$ cat src/rtl/instr_issuer.sv
// Feeds a small program buffer to the CPU one word at a time: one newinstr strobe
// per word, SETTLE quiet cycles after each, stopping at prog_len words or a halt word.
module instr_issuer #(
  parameter int DEPTH = 32,
  parameter int SETTLE = 4,
  localparam int AW = $clog2(DEPTH),
  localparam int CW = $clog2(SETTLE + 1)
) (
  input  logic          clock,
  input  logic          reset,
  input  logic          load_en,
  input  logic [AW-1:0] load_addr,
  input  logic [31:0]   load_data,
  input  logic          start,
  input  logic [AW:0]   prog_len,
  input  logic          abort,
  output logic [31:0]   instrword,
  output logic          newinstr,
  output logic [AW-1:0] pc,
  output logic          busy,
  output logic          done,
  output logic [1:0]    dbg_state
);

  localparam logic [31:0] HALT_WORD = 32'hFC000000;

  // Handshake: none. start/load_en are single-cycle requests honoured only in IDLE;
  // newinstr and done are one-cycle strobes with no back-pressure from the CPU.
  typedef enum logic [1:0] {
    S_IDLE  = 2'd0,
    S_ISSUE = 2'd1,
    S_WAIT  = 2'd2,
    S_DONE  = 2'd3
  } state_t;

  state_t        r_state;
  logic [31:0]   r_buf [DEPTH];
  logic [31:0]   r_instrword;
  logic          r_newinstr;
  logic [AW-1:0] r_pc;
  logic [AW:0]   r_len;
  logic [CW-1:0] r_cnt;

  state_t        w_next_state;
  logic [31:0]   w_next_instrword;
  logic          w_next_newinstr;
  logic [AW-1:0] w_next_pc;
  logic [AW:0]   w_next_len;
  logic [CW-1:0] w_next_cnt;
  logic [AW:0]   w_start_len;
  logic          w_halt;
  logic          w_last;

  assign w_start_len = (prog_len > (AW+1)'(DEPTH)) ? (AW+1)'(DEPTH) : prog_len;
  assign w_halt      = (r_buf[r_pc] == HALT_WORD);
  assign w_last      = ({1'b0, r_pc} == (r_len - (AW+1)'(1)));

  always_comb begin
    w_next_state     = r_state;
    w_next_instrword = r_instrword;
    w_next_newinstr  = 1'b0;
    w_next_pc        = r_pc;
    w_next_len       = r_len;
    w_next_cnt       = r_cnt;
    if (abort) begin
      w_next_state = S_IDLE;
    end else begin
      case (r_state)
        S_IDLE: begin
          if (start) begin
            w_next_len   = w_start_len;
            w_next_pc    = '0;
            w_next_state = (w_start_len == '0) ? S_DONE : S_ISSUE;
          end
        end
        S_ISSUE: begin
          if (w_halt) begin
            w_next_state = S_DONE;
          end else begin
            w_next_instrword = r_buf[r_pc];
            w_next_newinstr  = 1'b1;
            w_next_cnt       = CW'(SETTLE);
            w_next_state     = S_WAIT;
          end
        end
        S_WAIT: begin
          // The strobe cycle sits in WAIT but is not one of the SETTLE quiet cycles.
          if (!r_newinstr) begin
            if (r_cnt == CW'(1)) begin
              if (w_last) begin
                w_next_state = S_DONE;
              end else begin
                w_next_pc    = r_pc + AW'(1);
                w_next_state = S_ISSUE;
              end
            end else begin
              w_next_cnt = r_cnt - CW'(1);
            end
          end
        end
        S_DONE: begin
          w_next_state = S_IDLE;
        end
        default: begin
          w_next_state = S_IDLE;
        end
      endcase
    end
  end

  always_ff @(posedge clock) begin
    if (reset) begin
      r_state     <= S_IDLE;
      r_instrword <= '0;
      r_newinstr  <= 1'b0;
      r_pc        <= '0;
      r_len       <= '0;
      r_cnt       <= '0;
    end else begin
      r_state     <= w_next_state;
      r_instrword <= w_next_instrword;
      r_newinstr  <= w_next_newinstr;
      r_pc        <= w_next_pc;
      r_len       <= w_next_len;
      r_cnt       <= w_next_cnt;
    end
  end

  // Program storage survives reset so a reset does not force a reload.
  always_ff @(posedge clock) begin
    if (load_en && (r_state == S_IDLE)) begin
      r_buf[load_addr] <= load_data;
    end
  end

  assign instrword = r_instrword;
  assign newinstr  = r_newinstr;
  assign pc        = r_pc;
  assign busy      = (r_state == S_ISSUE) || (r_state == S_WAIT);
  assign done      = (r_state == S_DONE);
  assign dbg_state = r_state;

endmodule

$ cat config.mk
export PLATFORM = sky130hd
export DESIGN_NAME = instr_issuer
export DESIGN_NICKNAME = d
export VERILOG_FILES = /design/src/rtl/instr_issuer.sv
export SDC_FILE = /design/constraint.sdc
export NUM_CORES = 1
export LEC_CHECK = 0
export CAP_MARGIN = 0
export CORE_ASPECT_RATIO = 0.8
export CORE_MARGIN = 5
export CORE_UTILIZATION = 32
export DETAILED_ROUTE_END_ITERATION = 6
export PLACE_DENSITY = 0.51
export REMOVE_ABC_BUFFERS = 1
export SLEW_MARGIN = 10
export SYNTH_ARGS = -nofsm -noshare
export SYNTH_HDL_FRONTEND = slang
export SYNTH_SLANG_ARGS = --single-unit
$ cat constraint.sdc
create_clock -name clock -period 4 [get_ports clock]
set_input_delay 0.6 -clock clock [delete_from_list [all_inputs] [get_ports clock]]
set_output_delay 0.6 -clock clock [all_outputs]
set_load 0.1 [all_outputs]
==> impl_metrics.csv <==
group,metric,value,unit
critical_path,r2r_setup_slack,-0.02,ns
timing,skew,0.0364,ns
logic_synthesis,synth.area.mux_share,0.149,
final_layout,stdcell_count,4207,
cts,clk_latency,0.72,ns
routing,drt-initial-drc-count,2245,
timing,timing.fmax,249,MHz
logic_synthesis,syn_inst,2094,
timing,drv_slew,0,
routing,wire_per_inst,27.9,µm
grt,antenna_found_initial,4,
cts,cts_tree,"built",
routing,drtAntennaViolNets,0,
logic_synthesis,ys_seq_elements,1078,
cts,cts_buffer_depth,3,
placement,dpl.hpwl,64200,µm
final_layout,post-route-util,0.383,
critical_path,reg2reg_depth,13,
critical_path,critPathMaxStageDelay,0.57,ns
critical_path,startpoint_type,"flop",
routing,vias,21800,
logic_synthesis,synth_largest_area_cell,"edfxtp_1",
grt,grt_max_degree,39,
die,dieHeight,334,µm
logic_synthesis,synth_compound_area_frac,0.0303,
critical_path,slowest_stage,"or4_4",
final_layout,fillerInstances,11700,
die,fp-row-count,119,
placement,port_buffers,89,
pwr,powerDensity,461,mW/mm²
timing,hold_viol,0,
critical_path,arrival,4.61,ns
logic_synthesis,synthAdderAreaFrac,0.00268,
logic_synthesis,synth_top_family_by_area,"multiplexers",
hold_path,hold-path-endpoint,"instrword[27]",
hold_path,hold_start,"instrword[27]",
logic_synthesis,ys.flop_type,"edfxtp_1",
cts,cts_made_buffers,106,
logic_synthesis,synth_edf_count,1024,
die,die_area,0.139,mm²
grt,grt_overflow,0,
grt,globalRouteTotalUtil,0.164,
timing,period_needed,4.02,ns
logic_synthesis,netlist_area,0.0421,mm²
logic_synthesis,syn_avg_cell_area,20.1,µm²
final_layout,drive_above_1_share,0.246,
logic_synthesis,ys_types,58,
final_layout,layout_common_cells,"edfxtp_1 (1024), mux4_2 (167), mux2i_1 (167)",
timing,setup_ws,-0.0191,ns
timing,relSlewSlack,0.240,
pwr,vdd_drop_max,326,µV
critical_path,end_kind,"flop",
status,status,"finished, violations left",
logic_synthesis,synth_area_leaders,"edfxtp_1 (73%), mux4_2 (8.8%), mux2i_1 (4.0%)",
routing,drc,0,
die,design.core.area,0.131,mm²
timing,whs,0.465,ns
pwr,power,0.0232,W
cts,htree_levels,3,
hold_path,hold_path_class,"flop to flop",
routing,routed_wl,117000,µm
timing,rsz0062_at_grt,"yes",
logic_synthesis,synthArstFlopShare,0,
critical_path,critPathMaxFanout,7,
status,violations,"setup timing",
timing,setup_viol,6,
logic_synthesis,synthXorXnorAreaFrac,0.00104,
critical_path,worstPathRequired,4.59,ns
placement,globalplace.congestion,0.774,
logic_synthesis,synth.top_cell.area_share,0.731,
timing,final.period_utilization,1.00,
pwr,leakagePower,15.6,nW
grt,grt_pass1_wl,165000,µm
final_layout,fin_nets,2416,
timing,worstMarginPinSlew,1.14,ns
die,initial_core_util,0.321,
die,dieWidth,415,µm
final_layout,final_common_cell,"edfxtp_1",
run,maxCapViolations,0,
placement,placed_cells,3975,
critical_path,worst_r2r_endpoint,"instrword[30]",
routing,dr.pass1.iters,5,
routing,viasPerCell,5.18,
die,top_level_ports,90,
cts,cts.reportedPaths.clkPinSlew,0.07,ns
final_layout,area_growth,19.5,%
logic_synthesis,synth-simple-area-share,0.0379,
cts,ctsRootBufferMaster,"clkbuf_16",
critical_path,criticalPathCategory,"flop to flop",
logic_synthesis,ys_seq_area_frac,0.756,
cts,cts.sinks,1078,
logic_synthesis,ys_warn_count,0,
critical_path,crit_chain,"buf_16 -> buf_8 -> mux4_2 -> o22ai_1 -> or4_4 -> nor4_4 -> nand4_1 -> or3b_4 -> nor4b_4 -> or3b_4 -> buf_12 -> buf_12 -> mux2_4",
hold_path,holdPathStages,2,
grt,grt_pass1_vias,22000,
critical path, delay by kind of cell, from the launching register on:
kind | cells | cell delay, ns
AOI/OAI and AO/OA | 1 | 0.07
buffers and inverters | 4 | 0.57
and+or+nand+nor | 6 | 2.22
DFF | 1 | 0.39
muxes | 2 | 0.64
final cells by class:
type	count	area, µm²	share of cell area
flip-flops and latches	1078	31800	0.633
multi-input cells	886	9640	0.192
repair buffers	276	3010	0.0599
clock buffers	131	2820	0.0560
well taps	1754	2190	0.0437
clock inverters	68	719	0.0143
inverters	11	41.3	0.000821
diodes	3	7.51	0.000149
cell usage after synthesis, types with 5 or more instances:
master    instances
nand4_1          15
edfxtp_1       1024
buf_4            11
nor3_1            9
dfxtp_1          54
nor2_1           77
a22oi_1          74
o21ai_0           5
clkbuf_1         53
or4_2             6
o22ai_1          57
ha_1              9
mux2_4           16
nand2b_1         23
mux4_2          165
or4_1             8
mux2i_1         167
nand2_1          59
nand3b_1          8
and2b_1          13
nor3b_1           5
buf_8            11
a21oi_1          51
inv_1            11
nor2b_1           7
nand3_1          27
nor4_1           18
mux4_1           23
buf_6            19
buf_2            11
clkbuf_8          6
per-layer routing:
metal	part of all wire	GRT usage	routed length, µm	vias to the layer above
li1	-	-	-	9156
met1	0.46	0.243	53600	11600
met2	0.46	0.254	53400	844
met3	0.070	0.0321	8210	157
met4	0.016	0.0316	1900	4
met5	0.00020	0	23	-
flip-flops by register name, summed over array words and instances, names as in the netlist, named ones only:
register,flops
newinstr,1
instrword,32
pc,5
r_cnt,3
dbg_state,2
r_buf,1024
r_len,6
where the power goes:
group | switching, W | leakage (nW) | internal (W)
Combinational | 0.000434 | 4.16 | 0.000177
Clock | 0.00430 | 1.74 | 0.00580
Sequential | 0.0000236 | 9.66 | 0.0124
repair_timing:
action | in CTS | in global routing
cloned | 3 | 4
setup endpoints to repair | 31 | 32
pin swaps | 5 | 7
buffers inserted | 14 | 10
resized for setup | 20 | 20
hold buffers | 0 | 0
worst max path at each step:
stage	startpoint	end	slack, ns	cells after the start
after global routing	flop	instrword[30]	-0.11	13
after CTS	flop	instrword[30]	-0.04	12
after detailed placement	flop	instrword[30]	-0.23	11
after floorplan	flop	instrword[25]	-12.94	9
after global placement	flop	instrword[30]	-0.21	11
final	flop	instrword[30]	-0.02	13
cells by family after synthesis:
| kind of cell | count (synthesis) |
|---|---|
| mux | 375 |
| compound gates | 198 |
| simple gates | 299 |
| flops | 1078 |
| xor+xnor | 5 |
| fa+ha+maj | 9 |
| buf+inv | 130 |
through the flow:
stage | setup WS, ns | setup TNS [ns] | cell area (µm²)
floorplan | -12.94 | -467.93 | 41200
global placement | -0.210 | -3.51 | 46200
detailed placement | -0.232 | -4.21 | 46200
CTS | -0.0395 | -0.0589 | 50000
global route | -0.114 | -2.32 | 50300
finish | -0.0191 | -0.0631 | 50300
No activity file was read; power rests on OpenSTA's default activity.
